`config.mk`:
```
export PLATFORM = sky130hd
export DESIGN_NAME = vector_reg_file
export DESIGN_NICKNAME = d
export VERILOG_FILES = /design/src/rtl/vector_reg_file.sv
export SDC_FILE = /design/constraint.sdc
export NUM_CORES = 1
export LEC_CHECK = 0
export CAP_MARGIN = 20
export CORE_MARGIN = 10
export CORE_UTILIZATION = 45
export CTS_CLUSTER_DIAMETER = 60
export DETAILED_ROUTE_END_ITERATION = 8
export GPL_ROUTABILITY_DRIVEN = 0
export SLEW_MARGIN = 20
export SYNTH_ARGS = -nofsm -noshare
export SYNTH_HDL_FRONTEND = slang
export SYNTH_SLANG_ARGS = --single-unit
```
`constraint.sdc`:
```
create_clock -name clk -period 14.8 [get_ports clk]
set_clock_uncertainty 0.1 [all_clocks]
set_input_delay 2.96 -clock clk [delete_from_list [all_inputs] [get_ports clk]]
set_output_delay 2.96 -clock clk [all_outputs]
set_load 0.005 [all_outputs]
```
`src/rtl/vector_reg_file.sv`:
```
// Bank of NREGS vector registers (LANES x WIDTH) with one lane-masked write port,
// two registered read ports and a per-register busy scoreboard. Optional macro: VRF_WRITE_BYPASS_EN.
module vector_reg_file #(
   parameter int WIDTH = 8,
   parameter int LANES = 4,
   parameter int NREGS = 8,
   parameter int AW    = 3
) (
   input  logic                   clk,
   input  logic                   reset,
   input  logic                   clr,
   input  logic                   wr_en,
   input  logic [AW-1:0]          wr_addr,
   input  logic [LANES-1:0]       wr_mask,
   input  logic [LANES*WIDTH-1:0] wr_data,
   input  logic                   rd_en,
   input  logic [AW-1:0]          rd_addr_a,
   input  logic [AW-1:0]          rd_addr_b,
   output logic [LANES*WIDTH-1:0] rd_data_a,
   output logic [LANES*WIDTH-1:0] rd_data_b,
   output logic                   rd_valid,
   input  logic                   rsv_en,
   input  logic [AW-1:0]          rsv_addr,
   output logic                   rsv_ok,
   output logic [NREGS-1:0]       busy
);

   localparam int DW = LANES * WIDTH;

   logic [DW-1:0]    mem_q [NREGS];
   logic [DW-1:0]    mem_d [NREGS];
   logic [NREGS-1:0] busy_q, busy_d;
   logic [DW-1:0]    rd_data_a_q, rd_data_a_d;
   logic [DW-1:0]    rd_data_b_q, rd_data_b_d;
   logic             rd_valid_q, rd_valid_d;

   logic [DW-1:0]    wr_bitmask;
   logic [DW-1:0]    rd_word_a, rd_word_b;
   logic             fwd_a, fwd_b;

   // Expand the per-lane mask to a per-bit mask so merges are plain AND/OR.
   always_comb begin
      wr_bitmask = '0;
      for (int i = 0; i < LANES; i++) begin
         wr_bitmask[i*WIDTH +: WIDTH] = {WIDTH{wr_mask[i]}};
      end
   end

   // Storage next state. Addresses outside 0..NREGS-1 never match a register.
   always_comb begin
      for (int r = 0; r < NREGS; r++) begin
         mem_d[r] = mem_q[r];
         if (clr) begin
            mem_d[r] = '0;
         end else if (wr_en && (wr_addr == AW'(r))) begin
            mem_d[r] = (mem_q[r] & ~wr_bitmask) | (wr_data & wr_bitmask);
         end
      end
   end

`ifdef VRF_WRITE_BYPASS_EN
   assign fwd_a = wr_en && !clr && (rd_addr_a == wr_addr);
   assign fwd_b = wr_en && !clr && (rd_addr_b == wr_addr);
`else
   assign fwd_a = 1'b0;
   assign fwd_b = 1'b0;
`endif

   // Read lookup; unmatched (out-of-range) addresses return zero.
   always_comb begin
      rd_word_a = '0;
      rd_word_b = '0;
      for (int r = 0; r < NREGS; r++) begin
         if (rd_addr_a == AW'(r)) begin
            rd_word_a = fwd_a ? ((mem_q[r] & ~wr_bitmask) | (wr_data & wr_bitmask))
                              : mem_q[r];
         end
         if (rd_addr_b == AW'(r)) begin
            rd_word_b = fwd_b ? ((mem_q[r] & ~wr_bitmask) | (wr_data & wr_bitmask))
                              : mem_q[r];
         end
      end
   end

   always_comb begin
      rd_valid_d  = rd_en;
      rd_data_a_d = rd_data_a_q;
      rd_data_b_d = rd_data_b_q;
      if (rd_en) begin
         rd_data_a_d = rd_word_a;
         rd_data_b_d = rd_word_b;
      end
   end

   // Write clears the bit first; a reservation only lands if the bit was free
   // before the edge, so a write against a busy register leaves it free.
   always_comb begin
      for (int r = 0; r < NREGS; r++) begin
         busy_d[r] = busy_q[r];
         if (clr) begin
            busy_d[r] = 1'b0;
         end else begin
            if (wr_en && (wr_addr == AW'(r))) busy_d[r] = 1'b0;
            if (rsv_en && (rsv_addr == AW'(r)) && !busy_q[r]) busy_d[r] = 1'b1;
         end
      end
   end

   always_comb begin
      rsv_ok = 1'b0;
      for (int r = 0; r < NREGS; r++) begin
         if (rsv_addr == AW'(r)) rsv_ok = ~busy_q[r];
      end
   end

   always_ff @(posedge clk or posedge reset) begin
      if (reset) begin
         for (int r = 0; r < NREGS; r++) mem_q[r] <= '0;
         busy_q      <= '0;
         rd_data_a_q <= '0;
         rd_data_b_q <= '0;
         rd_valid_q  <= 1'b0;
      end else begin
         mem_q       <= mem_d;
         busy_q      <= busy_d;
         rd_data_a_q <= rd_data_a_d;
         rd_data_b_q <= rd_data_b_d;
         rd_valid_q  <= rd_valid_d;
      end
   end

   assign rd_data_a = rd_data_a_q;
   assign rd_data_b = rd_data_b_q;
   assign rd_valid  = rd_valid_q;
   assign busy      = busy_q;

endmodule

```
==> metrics.md, run 1 <==
| Metric | Value |
|---|---|
| Run status | `completed` |
| Netlist area before placement | `0.0183 sq mm` |
| WP buf/inv | `2` |
| Total negative slack | `0 ns` |
| Fraction of power spent switching nets | `0.268` |
| Dominant delay contributor by cell family on the critical path | `buffers and inverters` |
| Count of vias placed by the detailed router | `approximately 17k` |
| Met2 wire length | `29500 um` |
| Total number of clock tree sinks | `329` |
| Standard cell area after detailed placement | `~0.020 sq mm` |
| Post-detail-place hpwl | `35800 um` |
| CTS Buf Count | `41` |
| TritonCTS clock tree | `built` |
| Number of stages on the worst setup path | `4` |
| Setup slack of the worst register-to-register path | `between 10 and 15 ns` |
| Highest metal layer with signal wires | `met5` |
| Achievable frequency | `0.128 GHz` |
| Sequential Power Share | `0.422` |
| First-pass GRT wire length | `99500 um` |
| Number of cells produced by synthesis | `2168` |
| Part of the power in the clock network | `0.462` |
| Maximum cell stage delay along the critical path | `0.60 ns` |
| Cells along the critical path | `clkdlybuf4s50_1 > mux4_2 > mux2i_1 > clkdlybuf4s50_1` |
| Max_slew headroom | `0.213` |
| Power per cell area | `106 mW/mm^2` |
| Net count after synthesis | `2222` |
| Leading cell type in the layout, fill and taps excluded | `sky130_fd_sc_hd__dfrtp_1` |
| Hold slack final | `0.417 ns` |
| Post-cts sizing count | `0` |
| Endpoint class of the critical path | `output port` |
| Antenna cell count | `0` |
| Synth async-reset ratio | `1.00` |
| Final Critical Period | `7.83 ns` |
| Detailed-route wire length on metal 1 | `between 20000 and 30000 um` |
| Required time of the worst setup path | `11.74 ns` |
| End of the worst register-to-register path | `rd_data_b[1]` |
| Path depth of the worst reg2reg path | `4` |
| Final WL | `64500 um` |
| Number of buffers on the longest clock path | `3` |
| Pin count of the biggest net entering global routing | `between 150 and 200` |
| Class of the most critical hold timing path | `register to register` |
| Average cell area after synthesis | `approximately 8.4 sq um` |
| Via-per-instance ratio | `6.27` |
| Startpoint kind of the worst setup timing path | `input pin` |
| Finish-stage setup viols | `0` |
| Met3 wirelength from detailed routing | `5200 um` |
| Total of flip-flops plus latches after synthesis | `329` |
| Cell chosen for the clock root | `sky130_fd_sc_hd__clkbuf_16` |
| Peak supply drop | `0.0687 mV` |
| Cell-internal power | `roughly 1.6 mW` |
| Final nets | `2196` |
| Largest fanout on the critical path | `7` |
| Cell repeated most along the worst path | `sky130_fd_sc_hd__clkdlybuf4s50_1` |
| Number of different library cells in the post-synthesis netlist | `43` |
| Count of final max-slew check failures | `0` |
| Worst-margin pin slew | `1.18 ns` |
| Net Sw Power | `0.596 mW` |
| Number of global-route vias before repair | `16.5k` |
| Die Outline Area | `0.0491 sq mm` |
| Source of the worst register-to-register timing path | `mem_q[225]` |
| Number of synthesized flops with an enable pin | `0` |
| Detailed Routing Iterations Pass 1 | `5` |
| Die Span Y | `222 um` |
| Clock insertion delay at the later pin of the skew report | `0.56 ns` |
| Startpoint of the worst setup timing path | `rsv_addr[1]` |
| Global-route usage over all layers | `0.250` |
| Critical Setup Path Class | `input pin to output port` |
| Top library cells by usage in the layout, fill and taps aside | `sky130_fd_sc_hd__dfrtp_1 (329), sky130_fd_sc_hd__a21oi_1 (290), sky130_fd_sc_hd__o21ai_0 (289)` |
| Buffers added on ports | `127` |
| Ports | `128` |
| Fraction of layout cells with a size suffix above 1 | `0.0704` |
| Sequential-to-total area share from yosys stat | `0.450` |
| Cell with the largest stage delay on the worst path | `sky130_fd_sc_hd__clkdlybuf4s50_1` |
| Area growth from synthesis to layout | `14.5%` |
| Antenna Nets Post-Route | `0` |
| Final count of hold timing violations | `0` |
| Yosys warning total | `0` |
| Final clock period utilization by the worst path | `0.529` |
| Total Power Consumption | `2.23 mW` |
| Overall overflow remaining after global route | `0` |
| Unrepaired setup endpoints after global routing | `false` |
| H-tree levels | `2` |
| Dpl cells | `2624` |
| Combinational cell fraction of total power | `0.117` |
| Core footprint | `approximately 0.040 sq mm` |
| Cts-stage hold buffer count | `0` |
| Die width | `222 um` |
| Final std cells w/o fill | `2699` |
| Routed len/inst | `23.9 um` |
| Setup Buffers After CTS | `0` |
| End of the critical path | `rsv_ok` |
| Clock Pin Slew Worst Setup and Hold Paths | `0.06 ns` |
| Leak Pwr | `about 8.5 nW` |
| Total DRC errors in the routed layout | `0` |
| Final standard cell area without fillers | `0.0210 sq mm` |
| Commonest register cell after synthesis | `sky130_fd_sc_hd__dfrtp_1` |
| CP arrival | `~4.8 ns` |
| Standard-cell row count | `between 70 and 80` |
| First DRT Iteration DRCs | `between 1.5k and 2k` |
| Antenna violations before repair | `1` |
| Maximum capacitance violations | `0` |
| Initial Util | `0.457` |
==> worst min path at each step <==
| stage | endpoint | cells past startpoint | slack, ns | from |
|---|---|---|---|---|
| 4_1_cts | rd_data_b[23] | 2 | 0.42 | rd_data_b[23] |
| 6_report | rd_data_b[23] | 2 | 0.42 | rd_data_b[23] |
| 2_1_floorplan | rd_data_b[1] | 2 | 0.39 | rd_data_b[1] |
| 5_1_grt | rd_data_b[23] | 2 | 0.47 | rd_data_b[23] |
| 3_3_place_gp | rd_data_b[23] | 2 | 0.40 | rd_data_b[23] |
| 3_5_place_dp | rd_data_b[23] | 2 | 0.41 | rd_data_b[23] |
==> tightest hold or removal path: stages (launching register included) <==
cell and delay, ns:
sky130_fd_sc_hd__dfrtp_1 0.34, sky130_fd_sc_hd__nand2b_1 0.06, sky130_fd_sc_hd__nand3_1 0.08
==> logic make-up after synthesis <==
| kind of cell | count (synthesis) | synth area share |
|---|---|---|
| AOI/OAI and AO/OA | 866 | 0.281 |
| buffers and inverters | 313 | 0.0674 |
| and+or+nand+nor | 519 | 0.122 |
| muxes | 141 | 0.0799 |
| DFF | 329 | 0.450 |
==> through the flow <==
| stage | utilization | worst slack [ns] |
|---|---|---|
| after global routing | 0.524 | 6.88 |
| after global placement | 0.489 | 6.97 |
| after CTS | 0.524 | 6.95 |
| after detailed placement | 0.489 | 6.95 |
| final | 0.524 | 6.97 |
| after floorplan | - | 2.63 |
==> layer usage <==
layer  vias to the layer above  global-route usage
met5                         -                   0
met4                         2              0.0855
met3                       126              0.0405
met2                       765               0.394
met1                      8409               0.343
li1                       7631                   -
==> layout make-up <==
type	instances	area, sq um
fillers	3815	19000
multi-input cells	1526	8850
flip-flops and latches	329	8230
repair buffers	159	1510
clock buffers	63	1260
well taps	525	657
inverters	85	327
clock inverters	12	126
==> state kept, by name (all words and copies together), names as in the netlist <==
register and count:
rd_valid 1, busy 8, rd_data_a 32, rd_data_b 32
mem_q 256
==> cell usage after synthesis (2+ instances only) <==
master                      instances  share of area
sky130_fd_sc_hd__o32ai_1           18         0.0086
sky130_fd_sc_hd__a2111oi_0          4         0.0019
sky130_fd_sc_hd__nand3_1           46          0.013
sky130_fd_sc_hd__a21oi_1          290          0.079
sky130_fd_sc_hd__a31o_2            26          0.012
sky130_fd_sc_hd__o221ai_1          40          0.019
sky130_fd_sc_hd__o32a_1             5         0.0027
sky130_fd_sc_hd__buf_1             20         0.0041
sky130_fd_sc_hd__o21ai_0          289          0.079
sky130_fd_sc_hd__o22ai_1           59          0.020
sky130_fd_sc_hd__o21a_1            43          0.018
sky130_fd_sc_hd__nand2b_1          32          0.011
sky130_fd_sc_hd__or3_1              2        0.00068
sky130_fd_sc_hd__dfrtp_1          329           0.45
sky130_fd_sc_hd__buf_6              3         0.0018
sky130_fd_sc_hd__or4_1              2        0.00082
sky130_fd_sc_hd__clkbuf_1         178          0.037
sky130_fd_sc_hd__mux4_2             3         0.0037
sky130_fd_sc_hd__o2111ai_1         10         0.0048
sky130_fd_sc_hd__nor2b_1           12         0.0041
sky130_fd_sc_hd__a22o_1            16         0.0077
sky130_fd_sc_hd__nand3b_1          13         0.0053
sky130_fd_sc_hd__a21boi_0          21         0.0086
sky130_fd_sc_hd__nor2_1           108          0.022
sky130_fd_sc_hd__nor3b_1            6         0.0025
sky130_fd_sc_hd__or2_1              6         0.0021
sky130_fd_sc_hd__nand2_1          288          0.059
sky130_fd_sc_hd__a32oi_1            5         0.0024
sky130_fd_sc_hd__a2bb2oi_1         18         0.0086
sky130_fd_sc_hd__mux2_2            10         0.0062
sky130_fd_sc_hd__buf_2             26         0.0071
sky130_fd_sc_hd__mux2i_1          128          0.070
sky130_fd_sc_hd__a22oi_1           11         0.0045
sky130_fd_sc_hd__o21ai_1            8         0.0022
sky130_fd_sc_hd__inv_1             85          0.017
==> power groups by stage <==
stage,Clock (mW),Combinational (mW),Sequential [mW]
2_1_floorplan,0,0.151,0.950
3_3_place_gp,0,0.256,0.954
3_5_place_dp,0,0.258,0.954
4_1_cts,1.04,0.258,0.938
5_1_grt,1.07,0.279,0.940
6_report,1.03,0.260,0.939
Note: power is estimated with default switching activity, not from simulation.
==> inputs of run 2 (changes only) <==
Clock period 14.8 ns to 7.3 ns, I/O delays scaled along.
==> run 2 against run 1 <==
Core utilization is essentially flat. Non-clock buffer count shrank 2. Clock power grew 100%. Critical endpoint unchanged. Largest power group unchanged.
==> metrics.md, run 2 (synthesis gave the netlist of run 1 again) <==
| Metric | Value |
|---|---|
| Die Span Y | `222 um (unchanged)` |
| Required time of the worst setup path | `5.74 ns (was 11.74 ns)` |
| Flip-flop count of the largest register, all copies and words added | `256 (unchanged)` |
| Startpoint kind of the worst setup timing path | `input pin (unchanged)` |
| Antenna Nets Post-Route | `0 (unchanged)` |
| Die Outline Area | `0.0491 sq mm (unchanged)` |
| Unrepaired setup endpoints after global routing | `false (unchanged)` |
| Cell-internal power | `3.32 mW (was 1.63 mW)` |
| Number of buffers on the longest clock path | `3 (unchanged)` |
| Class of the most critical hold timing path | `register to register (unchanged)` |
| Met2 wire length | `29600 um (was 29500 um)` |
| CTS Buf Count | `40 (was 41)` |
| Overall overflow remaining after global route | `0 (unchanged)` |
| Final Critical Period | `4.83 ns` |
| Post-place setup slack | `2.48 ns (was 6.95 ns)` |
| Fraction of layout cells with a size suffix above 1 | `0.0659 (was 0.0704)` |
| Total DRC errors in the routed layout | `0 (unchanged)` |
| Buffers added on ports | `127 (unchanged)` |
| TritonCTS clock tree | `built (unchanged)` |
| Combinational cell fraction of total power | `0.117 (about the same)` |
| First DRT Iteration DRCs | `1926 (was 1684)` |
| Ports | `128 (unchanged)` |
| Post-cts sizing count | `0 (unchanged)` |
| Setup Buffers After CTS | `0 (unchanged)` |
| Sequential Power Share | `0.422 (about the same)` |
| Highest metal layer with signal wires | `met5 (unchanged)` |
| Top library cells by usage in the layout, fill and taps aside | `sky130_fd_sc_hd__dfrtp_1 (329), sky130_fd_sc_hd__a21oi_1 (290), sky130_fd_sc_hd__o21ai_0 (289) (unchanged)` |
| Routed len/inst | `23.8 um (was 23.9 um)` |
| Initial Util | `0.457 (unchanged)` |
| Maximum capacitance violations | `0 (unchanged)` |
| Count of final max-slew check failures | `0 (unchanged)` |
| Part of the power in the clock network | `0.461 (was 0.462)` |
| Pin count of the biggest net entering global routing | `170 (was 163)` |
| Final worst setup slack | `2.47 ns (was 6.97 ns)` |
| Dpl cells | `2622 (was 2624)` |
| Hold slack final | `0.405 ns (was 0.417 ns)` |
| Leak Pwr | `8.45 nW (was 8.47 nW)` |
| Total negative slack | `0 ns (unchanged)` |
| Core footprint | `0.0400 sq mm (unchanged)` |
| Clock insertion delay at the later pin of the skew report | `0.53 ns (was 0.56 ns)` |
| Final nets | `2193 (was 2196)` |
| Leading cell type in the layout, fill and taps excluded | `sky130_fd_sc_hd__dfrtp_1 (unchanged)` |
| Die width | `222 um (unchanged)` |
| Clock Pin Slew Worst Setup and Hold Paths | `0.06 ns (about the same)` |
| Final clock period utilization by the worst path | `0.661` |
| Endpoint class of the critical path | `output port (unchanged)` |
| Global-route usage over all layers | `0.250 (about the same)` |
| Net Sw Power | `1.18 mW (was 0.596 mW)` |
| Achievable frequency | `around 0.21 GHz` |
| Register ranked first by flip-flop count | `mem_q (unchanged)` |
| Cell chosen for the clock root | `sky130_fd_sc_hd__clkbuf_16 (unchanged)` |
| Count of vias placed by the detailed router | `16.8k (was 16.9k)` |
| Post-detail-place hpwl | `35800 um (about the same)` |
| Final std cells w/o fill | `2695 (was 2699)` |
| Via-per-instance ratio | `6.23 (was 6.27)` |
| Total number of clock tree sinks | `329 (unchanged)` |
| Detailed-route wire length on metal 1 | `27100 um (was 27800 um)` |
| H-tree levels | `2 (unchanged)` |
| Finish-stage setup viols | `0 (unchanged)` |
| Peak supply drop | `0.159 mV (was 0.0687 mV)` |
| Number of global-route vias before repair | `16.5k (about the same)` |
| Largest fanout on the critical path | `7 (unchanged)` |
| Cts-stage hold buffer count | `0 (unchanged)` |
| First-pass GRT wire length | `99600 um (was 99500 um)` |
| Antenna violations before repair | `3 (was 1)` |
| Met3 wirelength from detailed routing | `5620 um (was 5200 um)` |
| Power per cell area | `215 mW/mm^2 (was 106 mW/mm^2)` |
| Final WL | `64000 um (was 64500 um)` |
| Final count of hold timing violations | `0 (unchanged)` |
| Max_slew headroom | `0.246 (was 0.213)` |
| Area growth from synthesis to layout | `14.5% (about the same)` |
| Critical Setup Path Class | `input pin to output port (unchanged)` |
| Detailed Routing Iterations Pass 1 | `7 (was 5)` |
| Fraction of power spent switching nets | `0.262 (was 0.268)` |
| Run status | `completed (unchanged)` |
| CP arrival | `3.27 ns (was 4.77 ns)` |
| Worst-margin pin slew | `1.13 ns (was 1.18 ns)` |
| Standard-cell row count | `73 (unchanged)` |
==> run 2: through the flow <==
step	cell area, sq um	power (mW)	utilization
final	21000	4.50	0.524
after global routing	21000	4.65	0.524
after CTS	21000	4.53	0.524
after detailed placement	19600	2.46	0.490
after global placement	19600	2.45	0.490
after floorplan	18300	2.23	-
==> run 2: worst paths after layout <==
path / start / end / slack, ns / cells after the start
max in group asynchronous: reset / mem_q[34] / 4.52 / 3
min in group asynchronous: reset / mem_q[213] / 1.28 / 2
min reg2reg: rd_data_b[23] / rd_data_b[23] / 0.41 / 2
max: rsv_addr[1] / rsv_ok / 2.47 / 4
max reg2reg: mem_q[225] / rd_data_b[1] / 5.75 / 4
min: rd_data_b[23] / rd_data_b[23] / 0.41 / 2
==> run 2: final cells by class <==
type,count,area [sq um]
antenna,1,2.50
clock buffer,68,1270
clock inverter,4,95.1
fill,3749,19100
inverter,85,323
multi-input combinational,1526,8850
sequential,329,8230
tap,525,657
timing repair buffer,157,1530
==> run 2: power by group through the flow <==
| stage | clock network [mW] | logic [mW] | registers (mW) |
|---|---|---|---|
| 2_1_floorplan | 0 | 0.306 | 1.93 |
| 3_3_place_gp | 0 | 0.518 | 1.93 |
| 3_5_place_dp | 0 | 0.521 | 1.93 |
| 4_1_cts | 2.10 | 0.523 | 1.90 |
| 5_1_grt | 2.18 | 0.565 | 1.91 |
| 6_report | 2.07 | 0.526 | 1.90 |
==> run 2: per-layer routing <==
layer | vias to the layer above | GRT usage
met5 | - | 0
met4 | 4 | 0.0774
met3 | 112 | 0.0508
met2 | 758 | 0.397
met1 | 8277 | 0.335
li1 | 7636 | -
==> run 2: worst max-delay path, stage by stage <==
cell	delay [ns]
sky130_fd_sc_hd__clkdlybuf4s50_1	0.60
sky130_fd_sc_hd__mux4_2	0.53
sky130_fd_sc_hd__mux2i_1	0.14
sky130_fd_sc_hd__clkdlybuf4s50_1	0.53
